$ cat src/rtl/strided_buffer_rd_sched.sv
// strided_buffer_rd_sched
// Read-side scheduler for the strided_buffer banks. After the writer flips its
// tile toggle, walks the tile c-innermost, then y, then column group, driving one
// common read address to every bank and presenting each beat to the consumer
// through a valid/ready handshake with dlast and a per-bank column mask.
module strided_buffer_rd_sched #(
   parameter int N_BUF_X    = 5,
   parameter int B_BUF_ADDR = 9,
   parameter int B_SHAPE    = 25
) (
   input  logic                          clk,
   input  logic                          rst,
   input  logic                          clr,
   input  logic [B_SHAPE-1:0]            shape,
   input  logic                          tog,
   output logic [B_BUF_ADDR*N_BUF_X-1:0] rdaddr,
   output logic                          dvalid,
   input  logic                          dready,
   output logic                          dlast,
   output logic [N_BUF_X-1:0]            bank_mask,
   output logic                          busy,
   output logic                          done,
   output logic                          addr_ovf,
   output logic                          tile_ovr
);

   localparam int B_W  = 9;
   localparam int B_H  = 9;
   localparam int B_NC = 7;

   typedef enum logic [1:0] {
      S_IDLE,
      S_RUN,
      S_DRAIN
   } state_t;

   state_t state, state_nxt;

   // shape fields as seen by the scheduler
   logic [B_W-1:0]  shp_w;
   logic [B_H-1:0]  shp_h;
   logic [B_NC-1:0] shp_nc;

   assign shp_w  = shape[8:0];
   assign shp_h  = shape[17:9];
   assign shp_nc = shape[24:18];

   // latched tile geometry and walk counters
   logic [B_H-1:0]        h_r, y;
   logic [B_NC-1:0]       nc_r, c;
   logic [B_W-1:0]        g_max, g;
   logic [N_BUF_X-1:0]    last_mask_r;
   logic [B_BUF_ADDR-1:0] a, rdaddr_r;
   logic                  a_wrap;
   logic                  tog_seen, tog_q;

   // tile geometry derived from the incoming shape
   logic [B_W-1:0]     grp_calc;
   logic [N_BUF_X-1:0] last_mask_calc;
   int                 tail_cols;

   logic pending, zero_shape, stall, issue;
   logic c_last, y_last, g_last, beat_last, accept_last;
   logic start, zero_tile, tile_end;

   assign pending     = tog ^ tog_seen;
   assign zero_shape  = (shp_w == '0) | (shp_h == '0) | (shp_nc == '0);
   assign stall       = dvalid & ~dready;
   assign issue       = (state == S_RUN) & ~stall;
   assign c_last      = (c == nc_r - B_NC'(1));
   assign y_last      = (y == h_r - B_H'(1));
   assign g_last      = (g == g_max);
   assign beat_last   = c_last & y_last & g_last;
   assign accept_last = dvalid & dready & dlast;

   assign busy   = (state != S_IDLE);
   assign rdaddr = {N_BUF_X{rdaddr_r}};

   // group count = ceil(w/N_BUF_X); the last group keeps only its real columns
   always_comb begin
      // NOTE: every combinational output gets a default first so no path can infer a latch.
      last_mask_calc = '0;
      grp_calc       = B_W'((int'(shp_w) + N_BUF_X - 1) / N_BUF_X);
      tail_cols      = int'(shp_w) - (int'(grp_calc) - 1) * N_BUF_X;
      for (int i = 0; i < N_BUF_X; i++) begin
         last_mask_calc[i] = (i < tail_cols);
      end
   end

   // state register
   always_ff @(posedge clk or posedge rst) begin
      // NOTE: sequential state uses non-blocking assignments so every register samples pre-edge values.
      if (rst) begin
         state <= S_IDLE;
      end else if (clr) begin
         state <= S_IDLE;
      end else begin
         state <= state_nxt;
      end
   end

   // next-state: start a tile on a pending toggle, drain until the last beat is taken
   always_comb begin
      state_nxt = state;
      start     = 1'b0;
      zero_tile = 1'b0;
      tile_end  = 1'b0;
      case (state)
         S_IDLE: begin
            if (pending) begin
               if (zero_shape) begin
                  zero_tile = 1'b1;
               end else begin
                  start     = 1'b1;
                  state_nxt = S_RUN;
               end
            end
         end
         S_RUN: begin
            if (issue & beat_last) state_nxt = S_DRAIN;
         end
         S_DRAIN: begin
            if (accept_last) begin
               tile_end  = 1'b1;
               state_nxt = S_IDLE;
            end
         end
         default: state_nxt = S_IDLE;
      endcase
   end

   // tile walk: address/counter advance and beat registers aligned with bank data
   always_ff @(posedge clk or posedge rst) begin
      if (rst) begin
         h_r         <= '0;
         nc_r        <= '0;
         g_max       <= '0;
         last_mask_r <= '0;
         c           <= '0;
         y           <= '0;
         g           <= '0;
         a           <= '0;
         a_wrap      <= 1'b0;
         rdaddr_r    <= '0;
         dvalid      <= 1'b0;
         dlast       <= 1'b0;
         bank_mask   <= '0;
         addr_ovf    <= 1'b0;
      end else if (clr) begin
         h_r         <= '0;
         nc_r        <= '0;
         g_max       <= '0;
         last_mask_r <= '0;
         c           <= '0;
         y           <= '0;
         g           <= '0;
         a           <= '0;
         a_wrap      <= 1'b0;
         rdaddr_r    <= '0;
         dvalid      <= 1'b0;
         dlast       <= 1'b0;
         bank_mask   <= '0;
         addr_ovf    <= 1'b0;
      end else begin
         if (start) begin
            h_r         <= shp_h;
            nc_r        <= shp_nc;
            g_max       <= grp_calc - B_W'(1);
            last_mask_r <= last_mask_calc;
            c           <= '0;
            y           <= '0;
            g           <= '0;
            a           <= '0;
            a_wrap      <= 1'b0;
         end
         // a held beat keeps rdaddr, so the banks keep driving the same data
         dvalid <= issue | stall;
         if (issue) begin
            rdaddr_r  <= a;
            dlast     <= beat_last;
            bank_mask <= g_last ? last_mask_r : '1;
            a         <= a + B_BUF_ADDR'(1);
            if (&a) a_wrap <= 1'b1;
            // beats issued after the address wrapped read aliased data
            if (a_wrap) addr_ovf <= 1'b1;
            if (c_last) begin
               c <= '0;
               if (y_last) begin
                  y <= '0;
                  g <= g + B_W'(1);
               end else begin
                  y <= y + B_H'(1);
               end
            end else begin
               c <= c + B_NC'(1);
            end
         end else if (!stall) begin
            dlast     <= 1'b0;
            bank_mask <= '0;
         end
      end
   end

   // tile bookkeeping: done pulse, toggle acknowledge, overrun detection
   always_ff @(posedge clk or posedge rst) begin
      if (rst) begin
         done     <= 1'b0;
         tog_seen <= 1'b0;
         tog_q    <= 1'b0;
         tile_ovr <= 1'b0;
      end else if (clr) begin
         done     <= 1'b0;
         tog_seen <= 1'b0;
         tog_q    <= 1'b0;
         tile_ovr <= 1'b0;
      end else begin
         tog_q <= tog;
         done  <= zero_tile | tile_end;
         if (zero_tile | tile_end) tog_seen <= ~tog_seen;
         // while busy, tog_q == tog_seen means one extra edge is already queued
         if (busy && (tog ^ tog_q) && (tog_q == tog_seen)) tile_ovr <= 1'b1;
      end
   end

endmodule

$ cat config.mk
export PLATFORM = sky130hd
export DESIGN_NAME = strided_buffer_rd_sched
export DESIGN_NICKNAME = d
export VERILOG_FILES = /design/src/rtl/strided_buffer_rd_sched.sv
export SDC_FILE = /design/constraint.sdc
export NUM_CORES = 1
export LEC_CHECK = 0
export CAP_MARGIN = 20
export CORE_MARGIN = 1
export CORE_UTILIZATION = 30
export DETAILED_ROUTE_END_ITERATION = 16
export PLACE_DENSITY = 0.57
export SYNTH_ARGS = -nofsm -noshare
export SYNTH_HDL_FRONTEND = slang
export SYNTH_SLANG_ARGS = --single-unit
$ cat constraint.sdc
create_clock -name clk -period 4.5 [get_ports clk]
set_input_delay 0.45 -clock clk [delete_from_list [all_inputs] [get_ports clk]]
set_output_delay 0.45 -clock clk [all_outputs]
set_load 0.05 [all_outputs]
# == Word-level counts from Yosys, hierarchy flattened ==
# Index checks and enable logic that the tools add are counted.
# totals
regBits,88
inputBits,30
output_inout_bits,56
wordCells,142
# classes
addsub,11
multipliers,1
n_div,1
magnitude_cmp,5
eq_ne,11
n_mux,62
n_bitwise,16
reduce_logical,16
# ops
operator,count
$mux 9,19
$mux 7,6
$div 32x4->32 const B,1
$lt 3x15->1 const A,2
$mux 5,6
$add 9x1->9 const B,3
$mux 1,25
$eq 9x9->1,2
$logic_not 9->1,2
$sub 9x1->9 const B,2
$lt 1x15->1 const A,1
$lt 2x15->1 const A,1
$lt 4x15->1 const A,1
$sub 10x14->15,1
$mul 10x4->14 const B,1
$reduce_bool 2->1,6
$sub 10x1->11 const B,1
$add 9x3->10 const B,1
$mux 2,5
$sub 9x1->10 const B,1
$ne 3x3->1 const B,3
$reduce_and 9->1,1
$add 7x1->7 const B,1
$and 1x1->1,7
16 further kinds,24

# == Logic depth before layout (Yosys ltp) ==
# logic_depth
depth_word,11
mapped_depth,50

# == Least setup slack after synthesis ==
# OpenSTA, ideal clock, no wires.
# synth_path
kind,input port to flip-flop
from,input shape[2]
to,register last_mask_r[3]
setup_ns,0.127
arrival_ns,9.675
slack_ns,-5.302
path_stages,48
cell_sequence,ha_1 buf_2 nand3b_2 o22a_1 o221a_2 o21ai_0 and2_1 ha_1 o22a_1 o211ai_1 nand3_1 and2_1 buf_2 o311ai_1 nor2_1 or3_1 a21oi_1 or3_1 [12 not listed] fa_1 inv_1 ha_1 inv_1 o21bai_1 a21oi_1 o21bai_1 a21oi_1 o21bai_1 a21oi_1 xnor2_1 nor4_1 and4_1 nand4_1 a21oi_1 mux2i_1 nor4_2 o21ai_1
# synth_between
elab_chain_cells,9
word_cells_on_any_way,16
classes_between,4 x add/sub; 1 x mul; 1 x div; 1 x order compare; 5 x mux; 2 x bitwise; 2 x reduce/logical
# synth_lines
element,line_no,source
start: declaration,14,"input logic [B_SHAPE-1:0] shape,"
$add 9x3->10,83,grp_calc = B_W'((int'(shp_w) + N_BUF_X - 1) / N_BUF_X);
$sub 10x1->11,83,
$div 32x4->32,83,
$sub 9x1->10,84,tail_cols = int'(shp_w) - (int'(grp_calc) - 1) * N_BUF_X;
$mul 10x4->14,84,
$sub 10x14->15,84,
$lt 3x15->1,86,last_mask_calc[i] = (i < tail_cols);
$mux 5,165,if (start) begin
$mux 5,149,end else if (clr) begin
end signal: assignment,169,last_mask_r <= last_mask_calc;
end: declaration,52,logic [N_BUF_X-1:0] last_mask_r;
# Several ways; a longest one is shown, not always the timed one. The select of a mux whose other input is x is not followed.
# A chain may end at the register's enable or synchronous reset.

# == Worst setup path in the final report ==
# layout_path
from,input shape[2]
to,register last_mask_r[0]
# layout_between
elab_chain_cells,9
word_cells_on_any_way,16
classes_between,4 x add/sub; 1 x mul; 1 x div; 1 x order compare; 5 x mux; 2 x bitwise; 2 x reduce/logical
# layout_lines
element,line_no
$add 9x3->10,83
$sub 10x1->11,83
$div 32x4->32,83
$sub 9x1->10,84
$mul 10x4->14,84
$sub 10x14->15,84
$lt 1x15->1,86
$mux 5,165
$mux 5,149
# Several ways; a longest one is shown, not always the timed one. The select of a mux whose other input is x is not followed.

==> metrics.txt <==
register bit total from synthesis 88; largest net degree at the start of global routing between 40 and 50; cell family with most CP delay compound AO/OA/AOI/OAI gates; Ys Warns 0; Final Cycle Share 195%; Final setup viols 14; register area share after synthesis ~30%; Post-Syn Area per Cell slightly above 8 µm²; status complete, but fails checks; full die area roughly 25,000 µm²; Critical Path Source Type input pin; worst min path class reg2reg; setup TNS -30,630 ps; placeable core region 24,200 µm²; Pleak about 4.8 nW; drt first-iter violations a little over 300; CP arrival between 8000 and 9000 ps; Pwr Total between 5 and 6 mW; CTS max path bufs 2; ANT cells 0; CP bufs+invs 6; cts bufs inserted 9; Synth Flop Type dfrtp_1; slowest CP cell fa_1; CP Class in2reg; syn_nets just under 1,000; vias in the first global route between 7,000 and 8,000; Post-Synthesis Cell Area roughly 7400 µm²; routed vias between 7,000 and 8,000; HPWL after DPL 15,300 µm; Slew @ Worst Pin about 740 ps; unique cell type count in the Yosys netlist between 80 and 90; fin area 10,800 µm²; failing checks negative setup slack; cts hold-fix bufs 0; clk root buf clkbuf_16; first-pass GRT wire length 34,500 µm; fin. max-slew vios 0; cell repeated most along the worst path ha_4; gpl congestion 0.898; DR vias/cell ~5.0; input/output buffers 85; CTS tree built; H-tree levels 3; Max-cap violations 0; Worst Slack Setup Final -4260 ps; Post-Syn Instances between 900 and 1,000; Fmax achieved roughly 110 MHz; layout cells sized above 1 approximately 29%; clock latency on the worst-skew pair 340 ps; worst path required time ~4700 ps; die height around 160 µm; row count 57; Worst Skew slightly above 5 ps; Worst Path Max Fanout 7; Routed Antenna Nets 0; ys async rst share 100%; worst hold stages 2; Largest stage delay, worst path between 500 and 600 ps; area growth from synthesis to layout 46.2%; RSZ-0062 raised after global routing yes; Slew Limit Headroom roughly half; DRC Markers 0; wire per inst approximately 14 µm; power per cell area around 540 nW/µm²; WL final between 20,000 and 25,000 µm; R2R depth 11; initial antenna violation count 0; number of top-level pins 86; DP Area approximately 10000 µm²; Worst setup EP type flip-flop; total track usage approximately 16%; drt first pass iters 5; Initial Utilization a little under a third; clock sinks 88; grt ovf 0; post-layout min period approximately 8800 ps; Die X around 160 µm; Final Hold Violating Endpoints 0; # nets final about 1,200; EDFF count, synth 0; WP depth 46; clock-pin slew on the worst setup and hold paths about 70 ps; Max rail drop VDD 0.393 mV
state kept, by name, indices dropped and copies added, names as in the netlist, 2 cells and up:
register,cells
h_r,9
last_mask_r,5
rdaddr_r,9
state,2
nc_r,7
y,9
a,9
g_max,9
bank_mask,5
c,7
g,9
final cells by class:
class	count	area, µm²
fill	2341	13400
multi-input combinational	700	5240
timing repair buffer	295	2470
sequential	88	2200
tap	324	405
clock buffer	10	239
inverter	52	201
clock inverter	6	48.8
cells in the mapped netlist, types with 7 or more instances:
library cell / number / area, µm²
buf_4: 41 / 308
xor2_1: 24 / 210
a31oi_1: 8 / 50.1
a22o_1: 12 / 105
and3_1: 18 / 113
inv_1: 51 / 191
buf_2: 7 / 35.0
nor3_1: 24 / 120
ha_1: 47 / 588
xnor2_1: 36 / 315
fa_1: 7 / 140
o31ai_1: 8 / 60.1
clkbuf_1: 18 / 67.6
a21oi_1: 60 / 300
nand3_1: 40 / 200
dfrtp_1: 88 / 2200
nand2_1: 109 / 409
nand4_1: 19 / 119
nor2_1: 83 / 312
o21ai_1: 8 / 40.0
a211oi_1: 7 / 52.6
nor4_1: 11 / 68.8
nor2b_1: 7 / 43.8
o21ai_0: 52 / 260
cell families (layout without fill, tap and decap cells):
logic type | Yosys count | count (layout) | synth area share, %
and+or+nand+nor | 352 | 352 | 23.1
AOI/OAI and AO/OA | 227 | 227 | 20.8
buffers and inverters | 121 | 363 | 8.45
DFF | 88 | 88 | 29.8
xor gates and xnor gates | 61 | 61 | 7.33
adders and majority gates | 55 | 55 | 9.99
muxes | 4 | 4 | 0.559
other | 1 | 1 | 0.0507
where the power goes:
part	switching (mW)	internal, mW	leakage (nW)
sequential	0.0316	0.829	1.21
combinational	2.05	2.19	3.42
clock	0.319	0.395	0.132
total	2.40	3.41	4.76
worst paths after layout:
check,from,slack [ps],endpoint
setup reg to reg,h_r[0],1320,y[6]
min in group asynchronous,rst,530,bank_mask[1]
max in group asynchronous,rst,2870,c[0]
setup / recovery,shape[2],-4260,last_mask_r[0]
hold / removal,bank_mask[0],470,bank_mask[0]
hold reg to reg,bank_mask[0],470,bank_mask[0]
tightest hold or removal path: cells and delay by family, from the launching register on:
kind / cells / cell delay (ps)
simple gates: 2 / 100
flops: 1 / 340
through the flow:
| stage | setup WS, ps | hold slack [ps] | instances | util (%) |
|---|---|---|---|---|
| finish | -4260 | 474 | 1475 | 44.6 |
| global route | -4700 | 523 | 1475 | 44.6 |
| CTS | -4260 | 481 | 1464 | 43.0 |
| detailed placement | -5300 | 463 | 1413 | 40.0 |
| global placement | -5120 | 456 | 1413 | 40.0 |
| floorplan | -4350 | 450 | 909 | - |
routing by layer:
metal,part of all wire [%],up-vias,global-route usage (%)
li1,-,3695,-
met1,45,3512,20.7
met2,50,174,29.1
met3,3.2,24,1.88
met4,1.6,0,5.03
met5,0,-,0
placed cells by master (no fill, tap or decap), types with 19 or more instances in the layout:
cell type,n
nand4_1,19
nor3_1,21
dfrtp_1,88
nor2_1,76
nand2_1,106
ha_1,33
a21oi_1,49
inv_1,44
o21ai_0,49
nand3_1,37
buf_4,196
xor2_1,23
xnor2_1,32
clkdlybuf4s50_1,77
what timing repair did:
item	in CTS	in global routing
buffers inserted	37	11
endpoints found under the setup margin	14	14
resized for setup	74	44
pin swaps	46	46
No activity file was read; power rests on OpenSTA's default activity.
